### src/rtl/rv_pkg.sv
// rtl/rv_pkg.sv - shared fetch types and constants for the rv core
package rv_pkg;

    localparam logic [31:0] FETCH_ALIGN_MASK = 32'hFFFF_FFFC;

    typedef enum logic {
        FETCH_BOOT,
        FETCH_RUN
    } fetch_state_e;

    typedef struct packed {
        logic [31:0] instr;
        logic [31:0] addr;
    } fetch_entry_t;

endpackage

### src/rtl/rv_fetch_fifo.sv
// rtl/rv_fetch_fifo.sv - in-order buffer of fetched words with their addresses
module rv_fetch_fifo
    import rv_pkg::*;
#(
    parameter int DEPTH = 2,
    localparam int PTR_W = $clog2(DEPTH),
    localparam int CNT_W = $clog2(DEPTH + 1)
) (
    input  logic             clk_i,
    input  logic             rst_ni,
    input  logic             flush,
    input  logic             push,
    input  fetch_entry_t     wdata,
    input  logic             pop,
    output fetch_entry_t     rdata,
    output logic [CNT_W-1:0] count,
    output logic             empty,
    output logic             full
);

    fetch_entry_t     mem [DEPTH];
    logic [PTR_W-1:0] wptr;
    logic [PTR_W-1:0] rptr;
    logic             do_push;
    logic             do_pop;

    // Flush wins over both push and pop in the same cycle.
    assign do_pop  = pop & !empty & !flush;
    assign do_push = push & !flush & (!full | do_pop);

    assign empty = (count == '0);
    assign full  = (count == CNT_W'(DEPTH));
    assign rdata = mem[rptr];

    always_ff @(posedge clk_i or negedge rst_ni) begin
        if (!rst_ni) begin
            wptr  <= '0;
            rptr  <= '0;
            count <= '0;
            for (int i = 0; i < DEPTH; i++) begin
                mem[i] <= '0;
            end
        end else if (flush) begin
            wptr  <= '0;
            rptr  <= '0;
            count <= '0;
        end else begin
            if (do_push) begin
                mem[wptr] <= wdata;
                wptr      <= (wptr == PTR_W'(DEPTH - 1)) ? '0 : wptr + 1'b1;
            end
            if (do_pop) begin
                rptr <= (rptr == PTR_W'(DEPTH - 1)) ? '0 : rptr + 1'b1;
            end
            if (do_push && !do_pop) begin
                count <= count + 1'b1;
            end else if (!do_push && do_pop) begin
                count <= count - 1'b1;
            end
        end
    end

endmodule

### src/rtl/rv_fetch_ctrl.sv
// rtl/rv_fetch_ctrl.sv - instruction fetch controller with redirect and stale-response discard
module rv_fetch_ctrl
    import rv_pkg::*;
#(
    parameter logic [31:0] BOOT_ADDR  = 32'h0000_0000,
    parameter int          FIFO_DEPTH = 2
) (
    input  logic        clk_i,
    input  logic        rst_ni,
    output logic        mem_req_o,
    output logic [31:0] mem_addr_o,
    input  logic        mem_gnt_i,
    input  logic        mem_rvalid_i,
    input  logic [31:0] mem_rdata_i,
    output logic        instr_valid_o,
    output logic [31:0] instr_o,
    output logic [31:0] instr_addr_o,
    input  logic        instr_ready_i,
    input  logic        redirect_i,
    input  logic [31:0] redirect_addr_i,
    input  logic        halt_i
);

    localparam int CNT_W = $clog2(FIFO_DEPTH + 1);
    localparam int PTR_W = $clog2(FIFO_DEPTH);

    fetch_state_e     state_q;
    fetch_state_e     state_d;
    logic [31:0]      fetch_addr;
    logic [CNT_W-1:0] outstanding;
    logic [CNT_W-1:0] out_next;
    logic [CNT_W-1:0] discard;
    logic [CNT_W-1:0] count;
    logic [CNT_W:0]   inflight;
    logic             halt_q;
    logic [31:0]      tag_mem [FIFO_DEPTH];
    logic [PTR_W-1:0] tag_wptr;
    logic [PTR_W-1:0] tag_rptr;
    logic             gnt;
    logic             rsp;
    logic             push;
    logic             pop;
    logic             fifo_empty;
    logic             fifo_full;
    fetch_entry_t     wentry;
    fetch_entry_t     head;

    always_ff @(posedge clk_i or negedge rst_ni) begin
        if (!rst_ni) begin
            state_q <= FETCH_BOOT;
        end else begin
            state_q <= state_d;
        end
    end

    // Request gating sees only flops, so no input reaches mem_req_o combinationally.
    always_comb begin
        state_d   = state_q;
        mem_req_o = 1'b0;
        case (state_q)
            FETCH_BOOT: state_d = FETCH_RUN;
            FETCH_RUN:  mem_req_o = !halt_q && (inflight < (CNT_W + 1)'(FIFO_DEPTH));
            default:    state_d = FETCH_BOOT;
        endcase
    end

    assign inflight   = {1'b0, count} + {1'b0, outstanding};
    assign mem_addr_o = fetch_addr;
    assign gnt        = mem_req_o & mem_gnt_i;
    assign rsp        = mem_rvalid_i & (outstanding != '0);
    assign out_next   = outstanding + CNT_W'(gnt) - CNT_W'(rsp);
    assign push       = rsp & (discard == '0) & !redirect_i & (!fifo_full | pop);
    assign pop        = instr_valid_o & instr_ready_i;

    always_ff @(posedge clk_i or negedge rst_ni) begin
        if (!rst_ni) begin
            fetch_addr  <= BOOT_ADDR;
            outstanding <= '0;
            discard     <= '0;
            halt_q      <= 1'b0;
            tag_wptr    <= '0;
            tag_rptr    <= '0;
        end else begin
            halt_q      <= halt_i;
            outstanding <= out_next;
            if (redirect_i) begin
                fetch_addr <= redirect_addr_i & FETCH_ALIGN_MASK;
                discard    <= out_next;
            end else begin
                if (gnt) begin
                    fetch_addr <= fetch_addr + 32'd4;
                end
                if (rsp && discard != '0) begin
                    discard <= discard - 1'b1;
                end
            end
            // Tags track every granted request, including ones later discarded.
            if (gnt) begin
                tag_wptr <= (tag_wptr == PTR_W'(FIFO_DEPTH - 1)) ? '0 : tag_wptr + 1'b1;
            end
            if (rsp) begin
                tag_rptr <= (tag_rptr == PTR_W'(FIFO_DEPTH - 1)) ? '0 : tag_rptr + 1'b1;
            end
        end
    end

    always_ff @(posedge clk_i) begin
        if (gnt) begin
            tag_mem[tag_wptr] <= fetch_addr;
        end
    end

    assign wentry.instr = mem_rdata_i;
    assign wentry.addr  = tag_mem[tag_rptr];

    rv_fetch_fifo #(
        .DEPTH(FIFO_DEPTH)
    ) u_fifo (
        .clk_i  (clk_i),
        .rst_ni (rst_ni),
        .flush  (redirect_i),
        .push   (push),
        .wdata  (wentry),
        .pop    (pop),
        .rdata  (head),
        .count  (count),
        .empty  (fifo_empty),
        .full   (fifo_full)
    );

    assign instr_valid_o = !fifo_empty;
    assign instr_o       = head.instr;
    assign instr_addr_o  = head.addr;

endmodule

### config.mk
export PLATFORM = sky130hd
export DESIGN_NAME = rv_fetch_ctrl
export DESIGN_NICKNAME = d
export VERILOG_FILES = /design/src/rtl/rv_pkg.sv /design/src/rtl/rv_fetch_fifo.sv /design/src/rtl/rv_fetch_ctrl.sv
export SDC_FILE = /design/constraint.sdc
export NUM_CORES = 1
export LEC_CHECK = 0
export CORE_MARGIN = 1
export CORE_UTILIZATION = 50
export CTS_CLUSTER_DIAMETER = 60
export DETAILED_ROUTE_END_ITERATION = 8
export PLACE_DENSITY = 0.8
export RECOVER_POWER = 100
export SLEW_MARGIN = 20
export SYNTH_ARGS = -nofsm -noshare
export SYNTH_HDL_FRONTEND = slang
export SYNTH_SLANG_ARGS = --single-unit
export TNS_END_PERCENT = 20
### constraint.sdc
create_clock -name clk_i -period 11.6 [get_ports clk_i]
set_input_delay 2.32 -clock clk_i [delete_from_list [all_inputs] [get_ports clk_i]]
set_output_delay 2.32 -clock clk_i [all_outputs]
set_load 0.01 [all_outputs]
## After elaboration in Yosys (flattened, before gate mapping)

Memory sizes are Yosys's and may differ from the RTL's.
Index checks and enable logic that the tools add are counted.

- Input port bits: 71
- Flip-flop bits (word level): 172
- Output and inout port bits: 98
- Bits in writable memories: 64
- Memories: 1

Memories:

| name | words | bits a word | rd ports | clocked after memory_dff | write ports | RTL line | RTL |
|---|---|---|---|---|---|---|---|
| tag_mem | 2 | 32 | 1 | 0 | 1 | rv_fetch_ctrl.sv:36 | `logic [31:0] tag_mem [FIFO_DEPTH];` |

- Bitwise logic cells: 15
- Muxes and demuxes: 24
- $add $sub $neg: 11
- Eq/ne operators: 1
- Magnitude comparators: 4
- Reductions and logical operators: 21

Operators by type and width:

| operator | count |
|---|---|
| $mux 64 | 4 |
| $bwmux 128 | 1 |
| $demux 64 s1 | 1 |
| $mux 32 | 2 |
| $add 32x3->32 const B | 1 |
| $reduce_bool 2->1 | 6 |
| $mux 1 | 11 |
| $and 1x1->1 | 10 |
| $mux 2 | 5 |
| $logic_not 1->1 | 6 |
| $logic_and 1x1->1 | 5 |
| $add 1x1->1 const B | 4 |
| $ge 2x2->1 const B | 2 |
| $logic_not 2->1 | 2 |
| $not 1->2 | 2 |
| $sub 2x1->2 const B | 2 |
| $add 2x2->3 | 1 |
| $lt 3x2->1 const B | 1 |
| $reduce_bool 3->1 | 1 |
| $add 2x1->2 | 1 |
| $add 2x1->2 const B | 1 |
| $eq 2x2->1 const B | 1 |
| $lt 2x1->1 const B | 1 |
| $or 1x1->1 | 2 |
| 3 further kinds | 3 |

## Depth between registers and ports, before layout

- Depth after elaboration: 12
- Mapped depth: 12

## Hierarchy

From an unflattened synthesis, not the netlist that was laid out.

- Cells, all modules: 696
- Area total of the unflattened synthesis: 10288.6 um^2

By module, submodules not included:

| module | instances | cells each | area each (um^2) |
|---|---|---|---|
| rv_fetch_fifo | 1 | 367 | 5931.9 |
| rv_fetch_ctrl | 1 | 329 | 4356.7 |

## Worst setup path after synthesis

No wires, ideal clock.

- Path type: register to output
- From: register u_fifo.count[0]
- To: output mem_req_o
- Required time: 9.280 ns
- Path buffers: 1
- Arrival time: 1.865 ns
- Path slack: 7.415 ns
- Stages on the path, launching flop included: 6
- Cells stage by stage: dfrtp_1 > and2_1 > fa_1 > or4b_4 > clkbuf_1 > inv_1

- Cells in the longest elaborated chain, start to end: 4

RTL lines:

| element | RTL line | RTL |
|---|---|---|
| start: declaration | rv_fetch_fifo.sv:16 | `output logic [CNT_W-1:0] count,` |
| start signal: assignment | rv_fetch_fifo.sv:56 | `count <= count + 1'b1;` |
| start signal: assignment | rv_fetch_fifo.sv:58 | `count <= count - 1'b1;` |
| $add 2x2->3 | rv_fetch_ctrl.sv:67 | `assign inflight = {1'b0, count} + {1'b0, outstanding};` |
| $lt 3x2->1 | rv_fetch_ctrl.sv:62 | `FETCH_RUN: mem_req_o = !halt_q && (inflight < (CNT_W + 1)'(FIFO_DEPTH));` |
| $logic_and 1x1->1 | rv_fetch_ctrl.sv:62 |  |
| $mux 1 | rv_fetch_ctrl.sv:60 | `case (state_q)` |
| end: declaration | rv_fetch_ctrl.sv:10 | `output logic mem_req_o,` |

No other way between the ends.

## Worst setup path in the final report

- From: input redirect_i
- To: register u_fifo.mem[56] (netlist bit)

- Cells in the longest elaborated chain, start to end: 6

RTL lines:

| element | RTL line | RTL |
|---|---|---|
| start: declaration | rv_fetch_ctrl.sv:19 | `input logic redirect_i,` |
| $logic_not 1->1 | rv_fetch_fifo.sv:28, rv_fetch_fifo.sv:29, rv_fetch_ctrl.sv:72 |  |
| $and 1x1->1 (2 in series) | rv_fetch_ctrl.sv:72 | `assign push = rsp & (discard == '0) & !redirect_i & (!fifo_full \| pop);` |
| $and 1x1->1 (2 in series) | rv_fetch_fifo.sv:29 | `assign do_push = push & !flush & (!full \| do_pop);` |
| $reduce_and 2->1 (no line) * | - |  |
| end signal: indexed assignment | rv_fetch_fifo.sv:49 | `mem[wptr] <= wdata;` |
| end: declaration | rv_fetch_fifo.sv:21 | `fetch_entry_t mem [DEPTH];` |

Mark *: on every way between the ends. The rest lies on a longest branch, timed or not.
A chain may end at the register's enable or synchronous reset.

==> results_dict.tcl <==
set metrics [dict create \
    synthCells 770 \
    die_y_um 142 \
    dieArea_um2 20000 \
    setup_tns_ns 0 \
    wl_per_cell_um 16.6 \
    failed_checks "max-capacitance violations, max-slew violations" \
    min_delay_path_depth 1 \
    antenna_found_initial 0 \
    clk_pin_slew_worst_paths_ns 0.06 \
    ys_ff_latch 226 \
    drv_slew 414 \
    yosys-top-cells-count "dfrtp_1 (166), mux2_2 (126), nor2_1 (83)" \
    drt-pass1-iter-count 5 \
    ys_types 44 \
    synth.largest_area_cell "dfrtp_1" \
    grt_pass1_vias 6314 \
    min_from "u_fifo.mem[113]" \
    vias 6441 \
    postCtsSetupBuffers 0 \
    dp_hpwl_um 12600 \
    post-route-util_pct 65.0 \
    path_class "input port to flop" \
    crit_fanout 68 \
    synth.top_cell.area_share_pct 42.7 \
    drc_errors 0 \
    yosys.cell_count.top_type "dfrtp_1" \
    final_cells 1196 \
    powerDensity_nw_per_um2 226 \
    antenna_left 0 \
    grt_max_degree 97 \
    clock-sinks 226 \
    arrival_ns 7.89 \
    cp.required_ns 11.97 \
    max-slew-margin-rel_pct -237 \
    viasPerCell 5.39 \
    period_share_pct 64.9 \
    finalSetupViolCount 0 \
    r2r_start "discard[0]" \
    hp-class "flop to flop" \
    p_leak_uw 0.00499 \
    clk_path_buf_depth 3 \
    r2r_setup_slack_ns 6.34 \
    io_pins 169 \
    cts_made_buffers 24 \
    grt_overflow 0 \
    reg2reg_to "u_fifo.mem[56]" \
    start_kind "input port" \
    wirelength_um 19800 \
    die_x_um 142 \
    skew_ns 0.0117 \
    post_cts_resized 0 \
    syn_area_per_cell_um2 12.6 \
    rsz0062_at_grt "false" \
    netlist_area_um2 9730 \
    dp_worst_setup_slack_ns 6.59 \
    area_delta_synth_final_pct 26.2 \
    worstSkewPairLatency_ns 0.51 \
    cts_tree "done" \
    coreArea_um2 18900 \
    placement.io_buffers 162 \
    synth_edf_count 60 \
    synth_flop_cell "dfrtp_1" \
    worst_pin_slew_ns 5.05 \
    fmaxAchievable_ghz 0.133 \
    async_flop_share_pct 73.5 \
    ys_warn_count 0 \
    status "finished, violations left" \
    gp_congestion 0.816 \
    cts_hold_buf 0 \
    placed_cells 1152 \
    synth_area_leaders "dfrtp_1 (43%), edfxtp_1 (19%), mux2_2 (15%)" \
    cap_violations 8 \
    nFillCells 1469 \
    critPathCaptureType "flop" \
    yosysSeqAreaShare_pct 61.2 \
    drive_above_1_share_pct 17.2 \
    start_util_pct 51.5 \
    cts_max_level 1 \
    core.rowCount 50 \
    r2r_cells 7 \
    hold_end "u_fifo.mem[113]" \
    finalHoldViolations 0 \
    vdd_drop_max_mv 0.115 \
    period_needed_ns 7.52 \
    globalRouteTotalUtil_pct 20.3 \
    final_nets 994 \
    cts_root_buf "clkbuf_16" \
    drtIter0Drc 358 \
    grt_first_pass_wirelength_um 32400 \
    antenna_cells 0 \
    setup_slack_ns 4.08 \
]
cell type report:
cell class / count / area [µm²] / area share [%]
clock buffers: 31 / 679 / 5.53
clock inverters: 13 / 87.6 / 0.713
inverters: 10 / 37.5 / 0.306
multi-input cells: 484 / 3530 / 28.8
flip-flops and latches: 226 / 5960 / 48.5
well taps: 260 / 325 / 2.65
repair buffers: 172 / 1660 / 13.5
flip-flops by register name, indices dropped and copies added (netlist names):
| register | count |
|---|---|
| u_fifo.count | 2 |
| tag_wptr | 1 |
| outstanding | 2 |
| discard | 2 |
| u_fifo.mem | 124 |
| halt_q | 1 |
| tag_mem | 60 |
| state_q | 1 |
| mem_addr_o | 30 |
| u_fifo.wptr | 1 |
| u_fifo.rptr | 1 |
| tag_rptr | 1 |
worst max-delay path by stage:
| stage | start | end | slack [ns] | depth (start not counted) |
|---|---|---|---|---|
| floorplan | u_fifo.count[0] | mem_req_o | 7.42 | 5 |
| global placement | mem_rvalid_i | u_fifo.mem[45] | 6.63 | 6 |
| detailed placement | mem_rvalid_i | u_fifo.mem[45] | 6.59 | 6 |
| CTS | u_fifo.count[0] | mem_req_o | 6.35 | 5 |
| global route | redirect_i | u_fifo.mem[15] | 3.52 | 6 |
| finish | redirect_i | u_fifo.mem[56] | 4.08 | 6 |
logic make-up (layout without fill, tap and decap cells):
kind of cell,after synthesis,count (layout),share of synthesized area (%)
mux,157,157,17.8
compound gates,120,120,7.08
xor+xnor,14,14,1.26
fa+ha+maj,5,5,0.720
flops,226,226,61.2
buf+inv,63,226,2.69
other cells,2,5,0.0772
simple gates,183,183,9.19
cell usage in the layout (no fill, tap or decap), types with 5 or more instances in the layout:
cell and n:
dfrtp_1 166, mux2_2 120, dlygate4sd3_1 89, nor2_1 82
clkdlybuf4s50_1 72, a21oi_1 64, edfxtp_1 60, mux2i_1 31
clkbuf_16 26, nand2_1 25, o21ai_0 17, or4_1 15
nand3_1 14, a31oi_1 14, clkbuf_1 13, xnor2_1 12
o31ai_1 12, inv_1 10, mux2_1 6, and3_1 6
nand4_1 6, nor4_1 6, nor3_1 6, or3_1 5
conb_1 5, clkinv_1 5, clkinv_2 5
worst max-delay path: stages:
cell and delay (ns):
dlygate4sd3_1 0.53, clkbuf_1 0.64, nor4b_1 0.52, clkbuf_1 0.87, clkbuf_1 2.46, mux2_2 0.50
power breakdown:
group | internal (µW) | leakage [µW] | switching, µW
registers | 1050 | 0.00260 | 134
logic | 492 | 0.00201 | 372
clock network | 434 | 0.000378 | 297
total | 1980 | 0.00499 | 803
per-layer routing:
metal | part of all wire (%) | GRT usage, %
met2 | 46 | 32.5
met5 | 0 | 0
met3 | 5.2 | 3.27
met4 | 2.0 | 5.09
met1 | 46 | 29.1
through the flow:
| stage | total power, µW | cell area, µm² | hold slack [ns] |
|---|---|---|---|
| global placement | 2080 | 11600 | 0.483 |
| global route | 2940 | 12300 | 0.514 |
| CTS | 2860 | 12300 | 0.503 |
| detailed placement | 2110 | 11600 | 0.490 |
| floorplan | 1690 | 9740 | 0.461 |
| finish | 2780 | 12300 | 0.500 |
Power figures use the tool's default switching activity.
